<file path="config.mk">
export PLATFORM = sky130hd
export DESIGN_NAME = mem_req_ctrl
export DESIGN_NICKNAME = d
export VERILOG_FILES = /design/src/rtl/mem_pkg.sv /design/src/rtl/mem_req_ctrl.sv
export SDC_FILE = /design/constraint.sdc
export NUM_CORES = 1
export LEC_CHECK = 0
export CORE_AREA = 3 3 71 73
export CTS_CLUSTER_SIZE = 28
export DETAILED_ROUTE_END_ITERATION = 16
export DIE_AREA = 0 0 74 76
export PLACE_DENSITY = 0.72
export SKIP_CTS_REPAIR_TIMING = 1
export SLEW_MARGIN = 30
export SYNTH_ARGS = -nofsm -noshare
export SYNTH_HDL_FRONTEND = slang
export SYNTH_SLANG_ARGS = --single-unit
</file>
<file path="constraint.sdc">
create_clock -name clk -period 1.7 [get_ports clk]
set_input_delay 0.51 -clock clk [delete_from_list [all_inputs] [get_ports clk]]
set_output_delay 0.51 -clock clk [all_outputs]
set_load 0.005 [all_outputs]
</file>
<file path="src/rtl/mem_pkg.sv">
// Shared definitions for the memory request controller.
//   MEM_ADDR_W / MEM_DATA_W : default memory address and data widths
//   TXN_CNT_W               : width of the completed-transaction counter
//   mem_state_e             : controller FSM state encoding
package mem_pkg;

  localparam int unsigned MEM_ADDR_W = 4;
  localparam int unsigned MEM_DATA_W = 8;
  localparam int unsigned TXN_CNT_W  = 16;

  typedef enum logic [2:0] {
    ST_IDLE  = 3'd0,
    ST_WRITE = 3'd1,
    ST_READ  = 3'd2,
    ST_RCAP  = 3'd3,
    ST_RESP  = 3'd4
  } mem_state_e;

endpackage

</file>
<file path="src/rtl/mem_req_ctrl.sv">
// Single-outstanding memory request controller.
// Accepts one read or write request at a time from an upstream valid/ready
// port, drives a simple synchronous memory port, and returns read data on a
// downstream valid/ready port.
//   clk, rst                       : clock, synchronous active-high reset
//   req_valid/req_ready            : request handshake (ready only in IDLE)
//   req_we, req_addr, req_wdata    : request type, address, write data
//   rsp_valid/rsp_ready, rsp_data  : read response handshake and data
//   r_w, addr, wr_d                : memory control (1 = write), address, data
//   rd_d                           : memory read data, one cycle after address
//   txn_cnt                        : wrapping count of completed transactions
module mem_req_ctrl
  import mem_pkg::*;
#(
  parameter int unsigned ADDR_W = MEM_ADDR_W,
  parameter int unsigned DATA_W = MEM_DATA_W
) (
  input  logic                 clk,
  input  logic                 rst,
  input  logic                 req_valid,
  output logic                 req_ready,
  input  logic                 req_we,
  input  logic [ADDR_W-1:0]    req_addr,
  input  logic [DATA_W-1:0]    req_wdata,
  output logic                 rsp_valid,
  input  logic                 rsp_ready,
  output logic [DATA_W-1:0]    rsp_data,
  output logic                 r_w,
  output logic [ADDR_W-1:0]    addr,
  output logic [DATA_W-1:0]    wr_d,
  input  logic [DATA_W-1:0]    rd_d,
  output logic [TXN_CNT_W-1:0] txn_cnt
);

  mem_state_e             state_q, state_d;
  logic [ADDR_W-1:0]      addr_q, addr_d;
  logic [DATA_W-1:0]      wdata_q, wdata_d;
  logic [DATA_W-1:0]      rsp_data_q, rsp_data_d;
  logic                   rsp_valid_q, rsp_valid_d;
  logic                   r_w_q, r_w_d;
  logic [TXN_CNT_W-1:0]   txn_cnt_q, txn_cnt_d;

  // Next-state and datapath updates
  always_comb begin
    state_d    = state_q;
    addr_d     = addr_q;
    wdata_d    = wdata_q;
    rsp_data_d = rsp_data_q;
    txn_cnt_d  = txn_cnt_q;

    unique case (state_q)
      ST_IDLE: begin
        if (req_valid) begin
          addr_d  = req_addr;
          wdata_d = req_wdata;
          state_d = req_we ? ST_WRITE : ST_READ;
        end
      end
      ST_WRITE: begin
        state_d   = ST_IDLE;
        txn_cnt_d = txn_cnt_q + TXN_CNT_W'(1);
      end
      ST_READ: begin
        state_d = ST_RCAP;
      end
      // rd_d is valid here, one cycle after the address was presented
      ST_RCAP: begin
        rsp_data_d = rd_d;
        state_d    = ST_RESP;
      end
      ST_RESP: begin
        if (rsp_ready) begin
          state_d   = ST_IDLE;
          txn_cnt_d = txn_cnt_q + TXN_CNT_W'(1);
        end
      end
      default: begin
        state_d = ST_IDLE;
      end
    endcase

    // Registered decodes of the upcoming state
    r_w_d       = (state_d == ST_WRITE);
    rsp_valid_d = (state_d == ST_RESP);
  end

  // State and output registers
  always_ff @(posedge clk) begin
    if (rst) begin
      state_q     <= ST_IDLE;
      addr_q      <= '0;
      wdata_q     <= '0;
      rsp_data_q  <= '0;
      rsp_valid_q <= 1'b0;
      r_w_q       <= 1'b0;
      txn_cnt_q   <= '0;
    end else begin
      state_q     <= state_d;
      addr_q      <= addr_d;
      wdata_q     <= wdata_d;
      rsp_data_q  <= rsp_data_d;
      rsp_valid_q <= rsp_valid_d;
      r_w_q       <= r_w_d;
      txn_cnt_q   <= txn_cnt_d;
    end
  end

  // Ready is combinational so a request can be taken in the first IDLE cycle
  assign req_ready = (state_q == ST_IDLE) && !rst;
  assign rsp_valid = rsp_valid_q;
  assign rsp_data  = rsp_data_q;
  assign r_w       = r_w_q;
  assign addr      = addr_q;
  assign wr_d      = wdata_q;
  assign txn_cnt   = txn_cnt_q;

endmodule

</file>
==> tab_implementation.tex <==
\begin{tabular}{lr}
\hline
Metric & Value \\
\hline
\multicolumn{2}{l}{\textbf{Status}} \\
Status & finished, violations left \\
Violated checks & negative setup slack \\
\multicolumn{2}{l}{\textbf{Setup path}} \\
Worst Setup Path Type & flop to flop \\
Worst Path Required & 1.92 ns \\
Critical-path cell with the highest stage delay & a2111o\_1 \\
Launching element type of the critical path & flop \\
Signal arrival time at the worst endpoint & 1.94 ns \\
Cell-by-cell listing of the critical path & nand3b\_4 > a2111o\_1 > or4\_1 > a21oi\_1 \\
Worst Path Buf+Inv & 0 \\
Cell family with most CP delay & simple AND/OR/NAND/NOR gates \\
Delay of the slowest cell on the worst path & 0.50 ns \\
CP Capture Type & flop \\
Worst Path Max Fanout & 5 \\
\multicolumn{2}{l}{\textbf{CTS}} \\
Clk pin slew, worst setup/hold paths & 0.08 ns \\
Cell chosen for the clock root & clkbuf\_8 \\
Number of H-tree branching levels & 2 \\
Later-pin clock latency in the skew report & 0.29 ns \\
Number of clock sinks & 41 \\
Bufs on Longest Clock Path & 2 \\
Clock tree from TritonCTS & yes \\
Num CTS Buffers & 5 \\
\multicolumn{2}{l}{\textbf{Synthesis}} \\
Net Count, Synth & 227 \\
Proportion of synthesized chip area in sequential cells & 48.1\% \\
Most frequent cell after synthesis & dfxtp\_1 \\
Number of warnings reported in the yosys synthesis log & 0 \\
Most instantiated cells after synthesis & dfxtp\_1, nand2\_1, a21oi\_1 \\
Post-synthesis share of cell area spent on full adders, half adders and majority gates & 0.734\% \\
Mux cell area share after synthesis & 1.91\% \\
Gate Count Post-Synth & 201 \\
Most area-consuming cells after synthesis & dfxtp\_1, a21oi\_1, nand2\_1, xnor2\_1, nand3\_1 \\
Biggest area consumer among synthesized cells & dfxtp\_1 \\
Xor-xnor portion of the synthesized cell area & 3.60\% \\
Compound-cell area share of the yosys netlist & 15.1\% \\
Ys async rst share & 0\% \\
Top-area cell type share of the netlist area & 48.1\% \\
\#FFs+latches synth & 41 \\
Post-synthesis cell type count & 31 \\
Simple-gate share of the synthesized area & 25.7\% \\
Combinational family with the most area after synthesis & simple AND/OR/NAND/NOR gates \\
Post-synthesis average cell area & 8.48 um2 \\
Primary flip-flop cell chosen by synthesis mapping & dfxtp\_1 \\
EDFF count, synth & 0 \\
Synthesized area & 1710 um2 \\
\multicolumn{2}{l}{\textbf{Layout}} \\
Fraction of final layout cells sized beyond drive strength 1 & 21.1\% \\
Count of nets after finishing & 310 \\
Area Overhead vs Synth & 60.9\% \\
Final antenna diode count & 0 \\
Util after Layout & 62.2\% \\
\multicolumn{2}{l}{\textbf{Timing}} \\
Maximum clock frequency & 581 MHz \\
Max-slew headroom & 70.5\% \\
Portion of the clock cycle consumed by the worst path in the final layout & 101\% \\
Fin. Hold Viols & 0 \\
Worst clock skew & 0.00554 ns \\
Unrepaired setup endpoints after global routing & yes \\
Hold\_ws & 0.452 ns \\
Final number of max-transition violations & 0 \\
Period minus WS final & 1.72 ns \\
Total negative slack & -0.0311 ns \\
Transition time of the tightest slew-check pin & 0.442 ns \\
Final-report setup violation count & 2 \\
Final WS setup & -0.0211 ns \\
\multicolumn{2}{l}{\textbf{Route}} \\
Wirelength, routed & 4640 um \\
Antenna-violating nets left & 0 \\
Vias post-DR & 1731 \\
First DRT Iteration DRCs & 104 \\
DRC Markers & 0 \\
Number of vias per cell & 5.14 \\
Routed wire length per instance & 13.8 um \\
Number of detailed-route iterations in the first pass & 4 \\
\multicolumn{2}{l}{\textbf{Placed design}} \\
Routability congestion estimate & 0.823 \\
HPWL after DPL & 3140 um \\
Total of buffers placed on input and output ports & 63 \\
\multicolumn{2}{l}{\textbf{Global routing}} \\
First-pass GRT wire length & 7220 um \\
Initial antenna violation count & 0 \\
Vias in the first global route & 1617 \\
GRT Resource Usage Total & 15.9\% \\
Global-route congestion overflow total & 0 \\
Largest net degree at the start of global routing & 43 \\
\multicolumn{2}{l}{\textbf{Floorplan}} \\
Chip width & 74 um \\
Std cell rows & 24 \\
Starting density of the core & 38.6\% \\
Core Box Area & 4410 um2 \\
Vertical die dimension & 76 um \\
Overall die area & 5620 um2 \\
Top-level I/O count & 64 \\
\multicolumn{2}{l}{\textbf{Job}} \\
Number of violations of the max-capacitance limit & 0 \\
\multicolumn{2}{l}{\textbf{Power}} \\
Leak Pwr & 1.23 nW \\
Pwr Total & 2.07 mW \\
Power per cell area & 756 nW/um2 \\
Worst vdd rail ir drop & 0.401 mV \\
\multicolumn{2}{l}{\textbf{Min path}} \\
Classification of the worst-slack hold path & flop to flop \\
\hline
\end{tabular}
## sequential cells by signal, summed over array words and instances (netlist names)
| name | flops |
|---|---|
| r_w | 1 |
| addr | 4 |
| rsp_data | 8 |
| txn_cnt | 16 |
| rsp_valid | 1 |
| wr_d | 8 |
| state_q | 3 |
## worst reg2reg max path, stage by stage (launching register included)
cell and delay (ns):
dfxtp_2 0.35, nand3b_4 0.18, a2111o_1 0.50, or4_1 0.49
a21oi_1 0.13
## cell families (layout without fill, tap and decap cells)
logic type | after synthesis | count (layout)
AOI/OAI and AO/OA | 44 | 45
muxes | 3 | 3
and+or+nand+nor | 87 | 87
xor gates and xnor gates | 7 | 7
DFF | 41 | 41
buffers and inverters | 18 | 101
adders and majority gates | 1 | 1
## where the power goes
part | switching (mW) | total (mW) | internal [mW]
combinational | 0.109 | 0.260 | 0.152
clock | 0.331 | 0.809 | 0.479
sequential | 0.0205 | 1.00 | 0.984
total | 0.460 | 2.07 | 1.61
## path summary, 6_finish.rpt
path	slack (ns)	from	cells past startpoint	endpoint
worst max-delay path	-0.02	state_q[0]	4	txn_cnt[11]
worst min-delay path	0.45	addr[3]	2	addr[3]
worst max register to register	-0.02	state_q[0]	4	txn_cnt[11]
worst min register to register	0.45	addr[3]	2	addr[3]
## area by class of cell
class                      count  area, um2
clock buffer                   7       86.3
clock inverter                 1       30.0
fill                         399       1670
inverter                       5       18.8
multi-input combinational    143        835
sequential                    41        858
tap                           52       65.1
timing repair buffer          88        851
## layer usage
| layer | wire, um | track usage (%) |
|---|---|---|
| met5 | 0 | 0 |
| met4 | 14 | 3.80 |
| met3 | 315 | 6.07 |
| met2 | 2380 | 26.8 |
| met1 | 1930 | 18.8 |
## placed cells by master, fill, tap and decap left out, types with 2 or more instances in the layout
cell type,n
inv_1,5
xnor2_1,7
nor4_1,2
nor2_1,12
nand2b_4,2
dfxtp_1,23
nand3b_1,3
nor2b_1,3
a211oi_1,5
a21oi_1,31
dlymetal6s2s_1,15
mux2_2,2
buf_4,25
dfxtp_4,6
nand3_1,12
nand4_1,4
nand2_1,38
or4_1,3
and3_1,3
dfxtp_2,12
o31ai_1,3
a31o_2,2
clkbuf_8,6
a2111o_1,2
clkdlybuf4s50_1,47
## through the flow
step           setup slack (ns)  instance area (um2)  instances
6_report                -0.0211                 2740        337
3_5_place_dp             -0.617                 2490        323
4_1_cts                  -0.606                 2610        331
3_3_place_gp             -0.630                 2490        323
5_1_grt                 -0.0300                 2740        337
2_1_floorplan           -0.0992                 1710        201
Power figures use the tool's default switching activity.
